--- src/rtl/mult_div_unit.sv ---
// Iterative multiply/divide unit: one shift-add or restoring shift-subtract step per
// cycle on operand magnitudes, followed by a sign-fix cycle and a registered result.
module mult_div_unit #(
   parameter int WIDTH = 32
) (
   input  logic             clock,
   input  logic             reset,
   input  logic             start,
   input  logic [1:0]       op,
   input  logic [WIDTH-1:0] a,
   input  logic [WIDTH-1:0] b,
   output logic             busy,
   output logic             done,
   output logic             div_zero,
   output logic [WIDTH-1:0] hi,
   output logic [WIDTH-1:0] lo,
   output logic [1:0]       state_dbg
);

   localparam int CW = $clog2(WIDTH);

   typedef enum logic [1:0] {IDLE, CALC, FIX, DONE} state_t;

   state_t             state, state_next;
   logic               op_div_r;
   logic               a_neg_r, b_neg_r, dz_r;
   logic [WIDTH-1:0]   m_r;
   logic [2*WIDTH-1:0] p_r;
   logic [CW-1:0]      count_r;

   logic               start_signed, start_dz, a_neg, b_neg;
   logic [WIDTH-1:0]   a_mag, b_mag;
   logic [WIDTH:0]     mul_sum, div_trial;
   logic [2*WIDTH-1:0] p_step, p_fix;
   logic [WIDTH-1:0]   quo_fix, rem_fix;

   // Handshake: start is only looked at in IDLE; done/div_zero are single-cycle
   // pulses that coincide with hi/lo taking the new result (busy is already low).
   assign busy      = (state != IDLE);
   assign state_dbg = state;

   always_comb begin
      start_signed = ~op[0];
      start_dz     = op[1] && (b == '0);
      a_neg        = start_signed & a[WIDTH-1];
      b_neg        = start_signed & b[WIDTH-1];
      a_mag        = a_neg ? -a : a;
      b_mag        = b_neg ? -b : b;
   end

   // p_r holds {partial_hi, multiplier_bits} for multiply, {remainder, quotient} for divide.
   always_comb begin
      mul_sum   = {1'b0, p_r[2*WIDTH-1:WIDTH]} +
                  (p_r[0] ? {1'b0, m_r} : {(WIDTH+1){1'b0}});
      div_trial = p_r[2*WIDTH-1:WIDTH-1] - {1'b0, m_r};
      if (op_div_r) begin
         p_step = div_trial[WIDTH] ? {p_r[2*WIDTH-2:0], 1'b0}
                                   : {div_trial[WIDTH-1:0], p_r[WIDTH-2:0], 1'b1};
      end else begin
         p_step = {mul_sum, p_r[WIDTH-1:1]};
      end
      quo_fix = (a_neg_r ^ b_neg_r) ? -p_r[WIDTH-1:0] : p_r[WIDTH-1:0];
      rem_fix = a_neg_r ? -p_r[2*WIDTH-1:WIDTH] : p_r[2*WIDTH-1:WIDTH];
      if (op_div_r) begin
         p_fix = {rem_fix, quo_fix};
      end else begin
         p_fix = (a_neg_r ^ b_neg_r) ? -p_r : p_r;
      end
   end

   always_comb begin
      state_next = state;
      case (state)
         IDLE: if (start) state_next = start_dz ? DONE : CALC;
         CALC: if (count_r == '0) state_next = FIX;
         FIX:  state_next = DONE;
         DONE: state_next = IDLE;
         default: state_next = IDLE;
      endcase
   end

   always_ff @(posedge clock) begin
      if (reset) state <= IDLE;
      else       state <= state_next;
   end

   always_ff @(posedge clock) begin
      if (reset) begin
         op_div_r <= 1'b0;
         a_neg_r  <= 1'b0;
         b_neg_r  <= 1'b0;
         dz_r     <= 1'b0;
         m_r      <= '0;
         p_r      <= '0;
         count_r  <= '0;
         done     <= 1'b0;
         div_zero <= 1'b0;
         hi       <= '0;
         lo       <= '0;
      end else begin
         done     <= 1'b0;
         div_zero <= 1'b0;
         case (state)
            IDLE: if (start) begin
               op_div_r <= op[1];
               a_neg_r  <= a_neg;
               b_neg_r  <= b_neg;
               dz_r     <= start_dz;
               m_r      <= b_mag;
               p_r      <= {{WIDTH{1'b0}}, a_mag};
               count_r  <= CW'(WIDTH-1);
            end
            CALC: begin
               p_r <= p_step;
               if (count_r != '0) count_r <= count_r - 1'b1;
            end
            FIX:  p_r <= p_fix;
            DONE: begin
               done     <= 1'b1;
               div_zero <= dz_r;
               // A divide-by-zero leaves the previous result visible.
               if (!dz_r) {hi, lo} <= p_r;
            end
            default: ;
         endcase
      end
   end

endmodule

--- config.mk ---
export PLATFORM = sky130hd
export DESIGN_NAME = mult_div_unit
export DESIGN_NICKNAME = d
export VERILOG_FILES = /design/src/rtl/mult_div_unit.sv
export SDC_FILE = /design/constraint.sdc
export NUM_CORES = 1
export LEC_CHECK = 0
export BUFFER_PORTS_ARGS = -buffer_cell sky130_fd_sc_hd__buf_2
export CAP_MARGIN = 10
export CORE_ASPECT_RATIO = 0.75
export CORE_MARGIN = 8
export CORE_UTILIZATION = 50
export CTS_CLUSTER_DIAMETER = 200
export DETAILED_ROUTE_END_ITERATION = 16
export PLACE_DENSITY = 0.78
export SLEW_MARGIN = 20
export SYNTH_ARGS = -nofsm -noshare
export SYNTH_HDL_FRONTEND = slang
export SYNTH_SLANG_ARGS = --single-unit
--- constraint.sdc ---
create_clock -name clock -period 3.25 [get_ports clock]
set_input_delay 0.325 -clock clock [delete_from_list [all_inputs] [get_ports clock]]
set_output_delay 0.325 -clock clock [all_outputs]
set_load 0.005 [all_outputs]
; ---- Yosys cells after proc, flatten, opt, wreduce, memory -nomap -nowiden
; Cells that the tools add are included.
[classes]
muxes = 19
shifts = 0
reduce_logical = 15
order_cmp = 0
n_bitwise = 6
eq_ne = 9
n_mul = 0
div_mod_pow = 0
add_sub_neg = 8
[ops]
columns = operator, count
row1 = 64-bit two-way mux, 5
row2 = 64-bit case mux with 3 select lines, 1
row3 = 32-bit two-way mux, 5
row4 = 32-bit negator, 4
row5 = 64-bit negator, 1
row6 = 32-bit by 32-bit adder with 33-bit output, 1
row7 = 33-bit by 32-bit subtractor with 33-bit output, 1
row8 = 32-bit zero test, 1
row9 = 5-bit two-way mux, 2
row10 = 5-bit case mux with 2 select lines, 1
row11 = 2-bit != test (second input constant), 4
row12 = 2-bit case mux with 4 select lines, 1
row13 = 2-bit two-way mux, 3
row14 = 3-bit != test (second input constant), 2
row15 = 2-bit AND reduction, 3
row16 = 3-bit AND reduction, 2
row17 = 5-bit zero test, 1
row18 = 5-bit nonzero test, 1
row19 = 5-bit by 1-bit subtractor with 5-bit output (second input constant), 1
row20 = 2-bit equality test (second input constant), 2
row21 = 4-bit AND reduction, 1
row22 = 2-bit nonzero test, 2
row23 = 1-bit inverter, 3
row24 = 3-bit nonzero test, 1
row25 = other kinds (7), 8
[word_totals]
regBits = 173
inputBits = 69
out_inout_bits = 69
latch_bits = 0
mem_count = 0
ramBits = 0
romBits = 0

; ---- Depth between registers and ports, before layout
[logic_depth]
ltp_word = 5
mapped_depth = 14

; ---- Worst setup path after synthesis
; OpenSTA, ideal clock, no wires.
[synth_path]
path_kind = reg2reg
startpoint = register p_r[0]
endpoint = register p_r[55]
path_stages_with_launch = 14
arrival_time_ns = 3.263
required_time_ns = 3.124
setup_ns = 0.126
n_path_buf = 1
slack_ns = -0.140
cell_sequence = dfxtp_1 > inv_1 > buf_1 > nor2_1 > fa_1 > a21oi_1 > o211ai_1 > a211oi_1 > o21ai_0 > a41o_1 > o211a_1 > or4_1 > nand4_1 > o211ai_1
[synth_via]
elab_chain_cells = 4
elab_cells_between_ends = 7
classes_between = add/sub: 2 / mux: 5
[synth_lines]
columns = item, line
row1 = from (decl), 28  ; logic [2*WIDTH-1:0] p_r;
row2 = from (signal assigned), 110  ; p_r <= {{WIDTH{1'b0}}, a_mag};
row3 = from (signal assigned), 114  ; p_r <= p_step;
row4 = from (signal assigned), 117  ; FIX: p_r <= p_fix;
row5 = 64-bit negator or 32-bit two-way mux (tied branches), "67, 54"
row6 = 64-bit two-way mux or 32-bit by 32-bit adder with 33-bit output (tied branches), "67, 53"
row7 = 64-bit two-way mux (on tied branches), "64, 56"
row8 = 64-bit case mux with 3 select lines (*), 103  ; case (state)
; Every way passes the cells marked *; elsewhere a longest branch is shown, timed or not. The select of a mux whose other input is x is not followed.
; A chain may end at the register's enable or synchronous reset.

; ---- Worst setup path in the final report
[layout_path]
startpoint = register p_r[0]
endpoint = register p_r[57]
; The elaborated chain is that of the path after synthesis.

==> impl_metrics.toml <==
[outcome]
status = "finished clean"

[placement]
postPlaceCellArea_mm2 = 0.0169
place_hpwl_mm = 41.8
place.gp.congestion = 1.02
dp_slack_ns = -0.138
port_buffers = 137

[logic_synthesis]
synth-compound-area-share_pct = 28.3
synth_nets = 2191
synthFlopType = "dfxtp_1"
synth_top_family_by_area = "compound AO/OA/AOI/OAI gates"
synthArstFlopShare_pct = 0
synth_area_mm2 = 0.0145
synth_fa_ha_area_share_pct = 6.75
synthCells = 2045
synth_edf_count = 0
syn_area_per_cell_um2 = 7.09
synth_xor_area_share_pct = 7.49
synth_warnings = 0
synth_seq_area_share_pct = 23.9
yosys.area_share.simple_pct = 25.0
synth_seq_cells = 173
synth_mux_area_share_pct = 3.05
synth_cell_types = 82

[worst_setup_path]
slowest_stage = "fa_2"
critical_path.cell_chain = "and2_4 > ha_4 > fa_2 > a21oi_2 > o211ai_1 > a211oi_2 > buf_4 > a211oi_4 > o31a_1 > a311oi_2 > xnor2_1 > a211oi_1 > o22ai_1"
crit_type = "flop to flop"
slowest_delay_ns = 0.40
startpoint_type = "flop"
cpLargestDelayFamily = "compound AO/OA/AOI/OAI gates"
critical_path_peak_fanout = 3
worstPathArrival_ns = 3.57
crit_buf_inv = 1
crit_required_ns = 3.58
crit_path_end_kind = "flop"

[grt]
grt_pass1_wl_mm = 85.6
grt_max_degree = 65
grt_util_all_layers_pct = 30.7
antenna_found_initial = 0
grt_pass1_vias = 15440
grt_overflow = 0

[detailed_routing]
routed_via_density = 6.30
drcViolationCount = 0
dr.pass1.iters = 6
drt_wl_total_mm = 56.3
ant_nets = 0
via_count = 17055
wire_per_inst_um = 20.8
drtIter0Drc = 2379

[floorplan]
dieArea_mm2 = 0.0347
dieWidth_um = 213
ioPinCount = 138
rows = 54
start_util_pct = 50.3
core_mm2 = 0.0288
die_y_um = 163

[timing]
drv_slew = 0
holdWs_ns = 0.169
setup_tns_ns = 0
finClkSkew_ns = 0.0232
relSlewSlack_pct = 40.4
setup_ws_ns = 0.00717
fmax_ghz = 0.308
setup_violations = 0
rsz0062_at_grt = "true"
max_slew.worst_pin.slew_ns = 0.894
period_share_pct = 99.8
hold_violations = 0
min_period_ns = 3.24

[finish]
final_area_mm2 = 0.0180
nNetsFinal = 2450
drive_gt1_share_pct = 22.4
antenna_cells = 0
final_cell_mix = "nand2_1 (257), a21oi_1 (245), buf_4 (232), nor2_1 (223), dfxtp_1 (161)"
fillCellCount = 2618
area_growth_pct = 24.1
layout_commonest_cell = "nand2_1"

[clocking]
hold_buffers = 0
cts.path.max_buffers = 2
cts_buffers = 17
cts_max_level = 4
clockRootBuffer = "clkbuf_16"
clk_latency_ns = 0.46
cts_tree = "done"
clock_sinks = 173
clk_pin_slew_worst_paths_ns = 0.09

[worst_hold_path]
hold_path.class = "primary input to flop"

[power]
peakVddDrop_v = 0.000564
total_power_mw = 14.6
p_leak_nw = 7.65
power.density_mw_per_mm2 = 812

[run]
maxCapViolations = 0
-- kinds of logic after synthesis --
family,Yosys count
adder cells (fa/ha/maj),77
XOR/XNOR,124
AO/OA/AOI/OAI,645
buffers and inverters,209
multiplexers,43
AND/OR/NAND/NOR,774
flip-flops,173
-- where the power goes --
part / switching [mW] / internal [mW]
combinational: 5.82 / 3.77
clock: 1.07 / 1.02
sequential: 0.415 / 2.50
total: 7.31 / 7.30
-- Yosys cell counts (11+ instances only) --
cell type	n	area, um2
nand3_1	44	220
a311oi_1	15	131
or3_1	23	144
inv_1	70	263
nand2_1	257	965
ha_1	75	938
and2_1	20	125
o21ai_0	93	465
xor2_1	52	455
o22ai_1	11	68.8
clkbuf_1	106	398
a21o_1	37	278
a21oi_1	257	1290
nor2_1	226	848
buf_1	23	86.3
o31ai_1	17	128
nor2b_1	20	125
nand2b_1	19	119
and3_1	15	93.8
mux2i_1	34	340
dfxtp_1	173	3460
nor4_1	22	138
xnor2_1	72	631
a31oi_1	24	150
or4_1	18	135
o211ai_1	20	150
a211oi_1	59	443
nor3_1	57	285
-- worst paths after layout --
path / from / endpoint / slack [ns] / cells past startpoint
worst max register to register: p_r[0] / p_r[57] / 0.007 / 13
worst max-delay path: p_r[0] / p_r[57] / 0.007 / 13
worst min-delay path: b[1] / m_r[1] / 0.17 / 3
worst min register to register: hi[7] / hi[7] / 0.45 / 2
-- per-layer routing --
layer,global-route usage [%],vias up,share of wire (%)
met4,10.8,0,3.8
met2,46.4,973,43
li1,-,7893,-
met3,5.62,161,10
met1,43.2,8028,43
met5,0,-,0
-- sequential cells by signal (all words and copies together) (netlist names) --
name       cells
lo            32
hi            32
b_neg_r        1
done           1
p_r           64
count_r        5
div_zero       1
op_div_r       1
dz_r           1
m_r           32
state_dbg      2
a_neg_r        1
-- timing repair --
item | CTS | global route
setup buffers | 4 | 13
setup endpoints to repair | 16 | 29
cloned | 0 | 2
gates resized for setup | 9 | 77
pin swaps | 5 | 25
-- cell type report --
type / instances / area (um2) / share of cell area (%)
Inverter: 71 / 272 / 1.51
Clock buffer: 18 / 429 / 2.39
Multi-Input combinational cell: 1663 / 10600 / 58.7
Timing Repair Buffer: 378 / 2600 / 14.5
Tap cell: 392 / 490 / 2.73
Sequential cell: 173 / 3480 / 19.4
Clock inverter: 14 / 143 / 0.793
-- tightest hold or removal path, cell delays in order --
cell      delay [ns]
buf_2           0.12
nand2_1         0.05
a311oi_1        0.08
-- metrics by stage --
stage / cells / util (%)
final: 2709 / 62.5
after CTS: 2694 / 60.9
after global placement: 2658 / 58.7
after floorplan: 2045 / -
after global routing: 2709 / 62.5
after detailed placement: 2658 / 58.7
Power figures use the tool's default switching activity.
